`config.mk`:
```
export PLATFORM = sky130hd
export DESIGN_NAME = tconv_ctrl_gen
export DESIGN_NICKNAME = d
export VERILOG_FILES = /design/src/rtl/tconv_ctrl_gen.sv
export SDC_FILE = /design/constraint.sdc
export NUM_CORES = 1
export LEC_CHECK = 0
export CORE_MARGIN = 1.5
export CORE_UTILIZATION = 42
export CTS_BUF_LIST = sky130_fd_sc_hd__clkbuf_8
export DETAILED_ROUTE_END_ITERATION = 10
export PLACE_DENSITY = 0.79
export SLEW_MARGIN = 30
export SYNTH_ARGS = -nofsm -noshare
export SYNTH_HDL_FRONTEND = slang
export SYNTH_SLANG_ARGS = --single-unit
```
`constraint.sdc`:
```
create_clock -name clk1 -period 1.5 [get_ports clk1]
set_input_delay 0.3 -clock clk1 [delete_from_list [all_inputs] [get_ports clk1]]
set_output_delay 0.3 -clock clk1 [all_outputs]
set_load 0.05 [all_outputs]
```
`src/rtl/tconv_ctrl_gen.sv`:
```
// Sequencer for the transposed-convolution engine: weight load, IFM row sweep,
// line-buffer read enables and their PIPE_LAT-delayed write enables.
module tconv_ctrl_gen #(
    parameter int K        = 4,
    parameter int IFM      = 9,
    parameter int STRIDE   = 2,
    parameter int CI       = 3,
    parameter int CO       = 4,
    parameter int PIPE_LAT = 1
) (
    input  logic                                 clk1,
    input  logic                                 rst_n,
    input  logic                                 start,
    input  logic                                 stall,
    output logic                                 busy,
    output logic                                 done,
    output logic                                 wgt_rd,
    output logic [$clog2(K*K)-1:0]               wgt_idx,
    output logic [K*K-1:0]                       set_wgt,
    output logic                                 ifm_rd,
    output logic [$clog2(IFM)-1:0]               ifm_row,
    output logic [$clog2(IFM+K)-1:0]             ifm_col,
    output logic [K-1:0]                         rd_en,
    output logic [K-1:0]                         wr_en,
    output logic                                 acc_clr,
    output logic                                 psum_rd,
    output logic                                 out_valid,
    output logic [((CI > 1) ? $clog2(CI) : 1)-1:0] ch_idx,
    output logic [((CO > 1) ? $clog2(CO) : 1)-1:0] flt_idx
);

    localparam int NW    = K * K;
    localparam int WI_W  = $clog2(NW);
    localparam int ROW_W = $clog2(IFM);
    localparam int COL_W = $clog2(IFM + K);
    localparam int CH_W  = (CI > 1) ? $clog2(CI) : 1;
    localparam int FLT_W = (CO > 1) ? $clog2(CO) : 1;
    localparam int DR_W  = (PIPE_LAT > 1) ? $clog2(PIPE_LAT) : 1;

    localparam logic [WI_W-1:0]  WGT_LAST = WI_W'(NW - 1);
    localparam logic [ROW_W-1:0] ROW_LAST = ROW_W'(IFM - 1);
    localparam logic [COL_W-1:0] COL_LAST = COL_W'(IFM + K - 2);
    localparam logic [COL_W-1:0] COL_IFM  = COL_W'(IFM);
    localparam logic [CH_W-1:0]  CH_LAST  = CH_W'(CI - 1);
    localparam logic [FLT_W-1:0] FLT_LAST = FLT_W'(CO - 1);
    localparam logic [DR_W-1:0]  DR_LAST  = DR_W'(PIPE_LAT - 1);

    // STRIDE only matters to the downstream address generator.
    if (STRIDE < 1 || K < 2 || PIPE_LAT < 1) begin : g_bad_cfg
    end

    typedef enum logic [2:0] {
        S_IDLE, S_LOAD_WGT, S_COMPUTE, S_END_ROW, S_END_CHANNEL, S_END_FILTER, S_DRAIN
    } state_t;

    state_t           state;
    logic             ready;
    logic [DR_W-1:0]  drain_cnt;
    logic             act_ld;
    logic             act_cp;
    logic             ov_now;
    logic [K:0]       dly [PIPE_LAT];

    always_ff @(posedge clk1 or negedge rst_n) begin
        if (!rst_n) begin
            state     <= S_IDLE;
            ready     <= 1'b0;
            busy      <= 1'b0;
            done      <= 1'b0;
            wgt_idx   <= '0;
            ifm_row   <= '0;
            ifm_col   <= '0;
            ch_idx    <= '0;
            flt_idx   <= '0;
            drain_cnt <= '0;
        end else begin
            // A start seen on the first edge after reset release is dropped.
            ready <= 1'b1;
            done  <= 1'b0;
            case (state)
                S_IDLE: begin
                    if (start && ready) begin
                        state <= S_LOAD_WGT;
                        busy  <= 1'b1;
                    end
                end
                S_LOAD_WGT: begin
                    if (!stall) begin
                        if (wgt_idx == WGT_LAST) begin
                            wgt_idx <= '0;
                            state   <= S_COMPUTE;
                        end else begin
                            wgt_idx <= wgt_idx + 1'b1;
                        end
                    end
                end
                S_COMPUTE: begin
                    if (!stall) begin
                        if (ifm_col == COL_LAST) begin
                            ifm_col <= '0;
                            if (ifm_row != ROW_LAST) begin
                                state <= S_END_ROW;
                            end else begin
                                ifm_row <= '0;
                                state   <= (ch_idx != CH_LAST) ? S_END_CHANNEL : S_END_FILTER;
                            end
                        end else begin
                            ifm_col <= ifm_col + 1'b1;
                        end
                    end
                end
                S_END_ROW: begin
                    ifm_row <= ifm_row + 1'b1;
                    state   <= S_COMPUTE;
                end
                S_END_CHANNEL: begin
                    ch_idx <= ch_idx + 1'b1;
                    state  <= S_LOAD_WGT;
                end
                S_END_FILTER: begin
                    ch_idx <= '0;
                    if (flt_idx != FLT_LAST) begin
                        flt_idx <= flt_idx + 1'b1;
                        state   <= S_LOAD_WGT;
                    end else begin
                        flt_idx   <= '0;
                        drain_cnt <= '0;
                        state     <= S_DRAIN;
                    end
                end
                S_DRAIN: begin
                    if (drain_cnt == DR_LAST) begin
                        state <= S_IDLE;
                        busy  <= 1'b0;
                        done  <= 1'b1;
                    end else begin
                        drain_cnt <= drain_cnt + 1'b1;
                    end
                end
                default: state <= S_IDLE;
            endcase
        end
    end

    // Stall gates the fetch/read strobes in the same cycle; counters hold above.
    always_comb begin
        act_ld  = (state == S_LOAD_WGT) && !stall;
        act_cp  = (state == S_COMPUTE) && !stall;
        wgt_rd  = act_ld;
        set_wgt = act_ld ? ({{(NW-1){1'b0}}, 1'b1} << wgt_idx) : '0;
        ifm_rd  = act_cp && (ifm_col < COL_IFM);
        rd_en   = {K{act_cp}};
        acc_clr = act_cp && (ch_idx == '0) && (ifm_row == '0) && (ifm_col == '0);
        psum_rd = rd_en[0] && (ch_idx != '0);
        ov_now  = rd_en[0] && (ch_idx == CH_LAST);
    end

    // Write-enable delay line carries the last-channel flag alongside; never stalls.
    always_ff @(posedge clk1 or negedge rst_n) begin
        if (!rst_n) begin
            for (int i = 0; i < PIPE_LAT; i++) dly[i] <= '0;
        end else begin
            dly[0] <= {ov_now, rd_en};
            for (int i = 1; i < PIPE_LAT; i++) dly[i] <= dly[i-1];
        end
    end

    assign wr_en     = dly[PIPE_LAT-1][K-1:0];
    assign out_valid = dly[PIPE_LAT-1][K];

endmodule

```
# Word level (Yosys, flattened, before mapping)
# Cells that the tools add are included.
totals:
  ff_bits: 28
  latchBits: 0
  ramBits: 0
  rom_bits: 0
  in_bits: 4
  out_inout_bits: 47
  elab_cells: 92
  n_memories: 0
classes:
  add_sub_neg: 6
  n_mul: 0
  div_mod_pow: 0
  order_cmp: 1
  n_eq_ne: 20
  n_shift: 1
  muxes: 27
  bitwise_logic: 1
  n_reduce_logical: 25
op_table:
  columns: ["op", "count"]
  rows:
  - ["$mux 3", 8]
  - ["$pmux 3 s7", 1]
  - ["$mux 4", 5]
  - ["$ne 2x2->1 const B", 10]
  - ["$mux 16", 1]
  - ["$shl 1x4->16 const A", 1]
  - ["$add 4x1->4 const B", 3]
  - ["$reduce_bool 2->1", 5]
  - ["$eq 3x3->1 const B", 3]
  - ["$logic_and 1x1->1", 9]
  - ["$eq 4x4->1 const B", 2]
  - ["$logic_not 4->1", 2]
  - ["$pmux 4 s2", 1]
  - ["$mux 1", 7]
  - ["$eq 3x2->1 const B", 2]
  - ["$reduce_and 2->1", 3]
  - ["$reduce_and 6->1", 1]
  - ["$add 2x1->2 const B", 2]
  - ["$lt 4x4->1 const B", 1]
  - ["$ne 4x4->1 const B", 1]
  - ["$pmux 1 s2", 2]
  - ["$pmux 2 s2", 1]
  - ["$reduce_and 4->1", 1]
  - ["$eq 3x1->1 const B", 1]
  - ["8 further kinds", 8]

# Longest topological paths before layout
# Gate-level depths: netlist of run 1.
depth:
  ltp_word: 6
  depth_mapped: 6
  depth_no_buf: 6

# Worst setup path after synthesis of run 1
# No wires, ideal clock.
synth_timing:
  path_type: "register -> output"
  start: "reg state[0]"
  end: "out ifm_rd"
  t_arrival_ps: 1807
  required_ps: 1200
  path_slack_ps: -607
  stages_incl_launch_ff: 4
  path_buffers: 1
  cell_sequence: "dfrtp_1 or4b_1 buf_2 a21oi_1"
synth_via:
  elab_chain_len: 3
synth_rtl:
  columns: ["element", "line_no", "source"]
  rows:
  - ["from (decl)", "56", "state_t state;"]
  - ["from (signal assigned)", "105", "state <= (ch_idx != CH_LAST) ? S_END_CHANNEL : S_END_FILTER;"]
  - ["$eq 3x2->1", "148", "act_cp = (state == S_COMPUTE) && !stall;"]
  - ["$logic_and 1x1->1", "148", null]
  - ["$logic_and 1x1->1", "151", "ifm_rd = act_cp && (ifm_col < COL_IFM);"]
  - ["to (decl)", "20", "output logic ifm_rd,"]
# Every way passes these cells.

# Worst setup path after layout of run 1
layout_timing:
  start: "reg state[0]"
  end: "out acc_clr"
layout_via:
  elab_chain_len: 5
layout_rtl:
  columns: ["element", "line_no", "source"]
  rows:
  - ["$eq 3x2->1", "148", null]
  - ["$logic_and 1x1->1", "148", null]
  - ["$logic_and 1x1->1 (3 in a row)", "153", "acc_clr = act_cp && (ch_idx == '0) && (ifm_row == '0) && (ifm_col == '0);"]
  - ["to (decl)", "25", "output logic acc_clr,"]
# Every way passes these cells.

==> metrics.txt, run 1 <==
WHS=0.369 ns; Comb power frac=69.4%; Worst VDD drop=0.00146 V; internal power=3.09 mW; placed insts=277; fin area=3040 µm²; Final Skew=0.00766 ns; diode count=0; Final Hold Violating Endpoints=0; DP HPWL=3.79 mm; crit-path max FO=4; Crit. End Element=output port; Core Area=3390 µm²; clock share of power=9.9%; clock root cell=clkbuf_8; Mean Syn Cell Area=9.20 µm²; Fill cells=135; top-level I/O count=51; Slew Limit Fails=0; via count=1610; Post-synth EDFFs=0; Synth Warn #=0; Synth Area in Simple Gates=22.4%; number of global-route vias before repair=1761; final setup vio count=38; pre-CTS setup slack=-0.660 ns; worst setup margin=-0.583 ns; Synth top area share=40.1%; Syn Nets=181; GPL Wtd Cong=0.825; worst hold path type=in2async; I/O Buffers=50; Synth top cells by count=dfrtp_1, ha_1, nand2_1, o21ai_0, inv_1; GR Overflow Total=0; DRT iter0 DRCs=116; H-tree Lvls=1; CTS Sinks=24; setup tns final=-14.51 ns; crit start category=flop; Lkg Pwr=1.37 nW; synthesized area=1500 µm²; Die ar.=3940 µm²; synthesized instance count=163; CTS buffer count=3; max incr delay on CP=0.63 ns; router iterations before antenna repair=4; WP data arrival=1.78 ns; cells along the critical path=or4b_4 > clkinv_8 > and4_4 > buf_12; #FFs+latches synth=24; CTS tree=built; Initial Util=44.2%; placed inst area=2840 µm²; post-route minimum period=2.08 ns; aggregate global-route resource usage=31.0%; DR WL/cell=21.0 µm; die width=62.7 µm; Clk pin slew, worst setup/hold paths=0.09 ns; failing checks=setup timing; XOR/XNOR Fraction of Synth Area=1.17%; Post-Route WL=6.03 mm; post-route non-filler standard cell count=287; Die Y=62.7 µm; largest family of logic cells by synthesized area=simple AND/OR/NAND/NOR gates; RSZ-0062 raised after global routing=yes; status=finished with violations; maximum clock path buffer count=2; Core Util, Final=89.8%; initial antenna violation count=0; Sw Ratio=46.7%; Power Density=1910 nW/µm²; synth unique cells=39; Synth-to-Final Area Change=103%; Crit Path Category=reg2out; Clock Latency Late Sink=0.27 ns; Via density=5.61; Hold Buf Count CTS=0; Flop pwr share=20.7%; adder-cell area share of the yosys netlist=11.7%; Final Cycle Share=139%; DR DRC count=0; Slowest cell on crit path=or4b_4; multiplexer area fraction after synthesis=3.26%; power consumption=5.81 mW; switching power=2.71 mW; nets@finish=260; largest area contributor in the netlist=dfrtp_1; Primary FF master, synth=dfrtp_1; Routed Antenna Nets=0; Max Fclk=480 MHz; Maximum Capacitance Violations=0; ys async rst share=100%; Compound-Gate Fraction of Synth Area=12.4%; first-pass GRT wire length=9.39 mm; sequential element share of the synthesized area=40.1%; largest net degree at the start of global routing=25; most common cell in the netlist=dfrtp_1; Required @ worst endpoint=1.20 ns; share of cells above drive strength 1=60.6%; Rows=21; top cells by area, synth=dfrtp_1, ha_1, o21ai_0
## area by class of cell
class,instances,area (µm²),area share [%]
repair buffers,86,1270,41.7
multi-input cells,113,958,31.5
flip-flops and latches,24,616,20.2
inverters,14,70.1,2.30
well taps,46,57.6,1.89
clock buffers,3,41.3,1.36
clock inverters,1,30.0,0.987
## sequential cells by signal, summed over array words and instances (netlist names)
signal	flops
ifm_col	4
ifm_row	4
wgt_idx	4
state	3
ch_idx	2
dly	2
flt_idx	2
busy	1
done	1
ready	1
## power groups by stage
stage / sequential [mW] / combinational (mW) / clock [mW]
6_report: 1.20 / 4.03 / 0.573
5_1_grt: 1.22 / 4.21 / 0.591
4_1_cts: 1.17 / 3.89 / 0.569
3_5_place_dp: 1.16 / 3.66 / 0
3_3_place_gp: 1.12 / 3.46 / 0
2_1_floorplan: 1.67 / 1.39 / 0
## worst max-delay path: cells and delay by family, from the launching register on
kind	cells	cell delay (ns)
flops	1	0.44
simple gates	2	0.85
buf+inv	2	0.21
## placed cells by master (no fill, tap or decap), types with 6 or more instances in the layout
| cell type | instances |
|---|---|
| buf_12 | 47 |
| buf_4 | 29 |
| nand2_1 | 13 |
| ha_1 | 12 |
| dfrtp_1 | 12 |
| dfrtp_2 | 12 |
| inv_1 | 11 |
| and3_4 | 11 |
| o21ai_0 | 9 |
| nor2_1 | 7 |
| and2_4 | 6 |
| buf_6 | 6 |
## worst paths after layout
| path | from | endpoint | slack [ns] | depth (start not counted) |
|---|---|---|---|---|
| hold / removal | rst_n | done | 0.37 | 2 |
| setup / recovery | state[0] | acc_clr | -0.58 | 4 |
| min in group clk1 | ch_idx[1] | ch_idx[1] | 0.60 | 2 |
| setup reg to reg | state[0] | ifm_col[2] | -0.41 | 7 |
| max in group asynchronous | rst_n | ifm_col[1] | 0.86 | 2 |
| hold reg to reg | ch_idx[1] | ch_idx[1] | 0.60 | 2 |
## what timing repair did
| action | in CTS | in global routing |
|---|---|---|
| setup buffers | 7 | 4 |
| setup endpoints to repair | 37 | 39 |
| gates resized for setup | 23 | 10 |
| pin swaps | 6 | 2 |
## kinds of logic (layout without fill, tap and decap cells)
logic type | after synthesis | after routing
and+or+nand+nor | 62 | 62
AOI/OAI and AO/OA | 30 | 30
buffers and inverters | 26 | 104
DFF | 24 | 24
adders and majority gates | 14 | 14
muxes | 4 | 4
xor gates and xnor gates | 2 | 2
other | 1 | 1
## per-layer routing
layer,GRT usage [%],wire [µm],vias up
met2,58.3,3300,99
met5,0,0,-
met4,10.3,202,0
met3,9.01,385,25
li1,-,-,703
met1,32.8,2150,783
(Power assumes the default switching activity.)
==> run 2: changes to the inputs <==
--- a/config.mk
+++ b/config.mk
@@ -9,6 +9,7 @@
 export CORE_UTILIZATION = 42
 export CTS_BUF_LIST = sky130_fd_sc_hd__clkbuf_8
 export DETAILED_ROUTE_END_ITERATION = 10
+export MAX_ROUTING_LAYER = met4
 export PLACE_DENSITY = 0.79
 export SLEW_MARGIN = 30
 export SYNTH_ARGS = -nofsm -noshare
==> run 2 against run 1 <==
- the run still ends with setup timing left
- core utilization increased by 0.52 points
- clock skew decreased by 0.0054 ns
- global-route usage increased by 0.77 points
- critical endpoint unchanged
- largest cell class unchanged
- largest power group unchanged
==> metrics.txt, run 2 (synthesized netlist as in run 1, its figures left out) <==
I/O Buffers=50 (unchanged); Top Registers=ifm_col (4), ifm_row (4), wgt_idx (4) (unchanged); WP data arrival=1.70 ns (was 1.78 ns); CTS Sinks=24 (unchanged); Multi-input gate area=976 µm² (was 958 µm²); worst hold path type=in2async (unchanged); nets@finish=260 (unchanged); final setup vio count=35 (was 38); Crit. End Element=output port (unchanged); initial antenna violation count=0 (unchanged); post-route minimum period=2.00 ns (was 2.08 ns); Core Util, Final=90.3% (was 89.8%); cells along the critical path=or4b_4 > clkinv_8 > and4_4 > buf_12 (unchanged); register area=616 µm² (unchanged); diode count=0 (unchanged); via count=1555 (was 1610); commonest non-fill, non-tap cell in the layout=buf_12 (unchanged); Final Hold Violating Endpoints=0 (unchanged); GR Overflow Total=0 (unchanged); Worst Setup SP=state[2] (was state[0]); pre-CTS setup slack=-0.654 ns (was -0.660 ns); crit-path max FO=4 (unchanged); H-tree Lvls=1 (unchanged); RR Startpoint=state[2] (was state[0]); first-pass GRT wire length=9.26 mm (was 9.39 mm); Clock Latency Late Sink=0.27 ns (about the same); Via density=5.42 (was 5.61); DP HPWL=3.78 mm (was 3.79 mm); share of cells above drive strength 1=61.8% (was 60.6%); top-level I/O count=51 (unchanged); Final Skew=0.00221 ns (was 0.00766 ns); WL met2=3.08 mm (was 3.30 mm); Critical path buffers and inverters=2 (unchanged); Required @ worst endpoint=1.20 ns (about the same); Worst VDD drop=0.00191 V (was 0.00146 V); maximum clock path buffer count=2 (unchanged); DR DRC count=0 (unchanged); Routed Antenna Nets=0 (unchanged); Slew Limit Fails=0 (unchanged); Slowest cell on crit path=or4b_4 (unchanged); Post-Route WL=5.62 mm (was 6.03 mm); CP delay by family, top=simple AND/OR/NAND/NOR gates (unchanged); Hold Buf Count CTS=0 (unchanged); Crit Path Category=reg2out (unchanged); met3 routed WL=298 µm (was 385 µm); CTS tree=built (unchanged); Clk pin slew, worst setup/hold paths=0.09 ns (about the same); Max Fclk=500 MHz (was 480 MHz); aggregate global-route resource usage=31.8% (was 31.0%); number of global-route vias before repair=1713 (was 1761); R2R Setup Slk=-0.33 ns (was -0.41 ns); R2R Path End=ifm_col[2] (unchanged); failing checks=setup timing (unchanged); crit start category=flop (unchanged); Synth-to-Final Area Change=104% (was 103%); DR WL/cell=19.6 µm (was 21.0 µm); commonest non-fill, non-tap cells in the layout=buf_12, buf_4, nand2_1, dfrtp_1, dfrtp_2 (was buf_12, buf_4, nand2_1); CTS buffer count=3 (unchanged); Core Area=3390 µm² (unchanged); Maximum Capacitance Violations=0 (unchanged); largest net degree at the start of global routing=25 (unchanged); die width=62.7 µm (unchanged); Fill cells=120 (was 135); met1 wire length=2.04 mm (was 2.15 mm); RSZ-0062 raised after global routing=yes (unchanged); Initial Util=44.2% (unchanged); Die Y=62.7 µm (unchanged); clock root cell=clkbuf_8 (unchanged); status=finished with violations (unchanged); Die ar.=3940 µm² (unchanged); Top Metal Used=met4 (unchanged); setup tns final=-11.35 ns (was -14.51 ns); worst r2r path cells=7 (unchanged); Lkg Pwr=1.37 nW (about the same); Power Density=1890 nW/µm² (was 1910 nW/µm²); DRT iter0 DRCs=84 (was 116); Final Cycle Share=133% (was 139%); Crit path depth=4 (unchanged); Rows=21 (unchanged); router iterations before antenna repair=4 (unchanged); GPL Wtd Cong=0.837 (was 0.825); worst setup margin=-0.501 ns (was -0.583 ns); max incr delay on CP=0.60 ns (was 0.63 ns)
[run 2: changes by cell type in the layout (fill, tap and decap cells not counted), moves of 2 or more]
cell	before	now
nand2_2	0	2
nor3_2	3	1
nor3_4	0	2
o21ai_1	3	5
[run 2: timing repair]
action                     4_1_cts  5_1_grt
pin swaps                        6        5
setup endpoints to repair       36       38
buffers inserted                 6        3
resized for setup               24       13
[run 2: area by class of cell]
class | count | area share [%]
Clock buffer | 3 | 1.35
Clock inverter | 1 | 0.981
Inverter | 14 | 2.29
Multi-Input combinational cell | 113 | 31.9
Sequential cell | 24 | 20.1
Tap cell | 46 | 1.88
Timing Repair Buffer | 86 | 41.5
[run 2: worst max path at each step]
stage / slack [ns] / endpoint
2_1_floorplan: -0.21 / acc_clr
3_3_place_gp: -0.64 / acc_clr
3_5_place_dp: -0.65 / acc_clr
4_1_cts: -0.56 / acc_clr
5_1_grt: -0.55 / set_wgt[12]
6_report: -0.50 / acc_clr
[run 2: routing by layer]
metal / track usage (%) / up-vias
met5: - / -
met4: 12.5 / 0
met3: 6.13 / 22
met2: 57.0 / 73
met1: 34.6 / 756
li1: - / 704
[run 2: power by group]
| group | total (mW) | leakage (nW) | switching, mW | internal (mW) |
|---|---|---|---|---|
| Combinational | 4.01 | 1.04 | 2.14 | 1.87 |
| Sequential | 1.20 | 0.288 | 0.340 | 0.862 |
| Clock | 0.578 | 0.0357 | 0.221 | 0.357 |
[run 2: metrics by stage]
| stage | cell area (µm²) | total power, mW | std cells | hold WS (ns) |
|---|---|---|---|---|
| 3_5_place_dp | 2840 | 4.81 | 277 | 0.542 |
| 6_report | 3060 | 5.79 | 287 | 0.371 |
| 3_3_place_gp | 2840 | 4.59 | 277 | 0.537 |
| 4_1_cts | 3030 | 5.64 | 287 | 0.377 |
| 2_1_floorplan | 1680 | 3.06 | 163 | 0.00441 |
| 5_1_grt | 3060 | 6.03 | 287 | 0.396 |
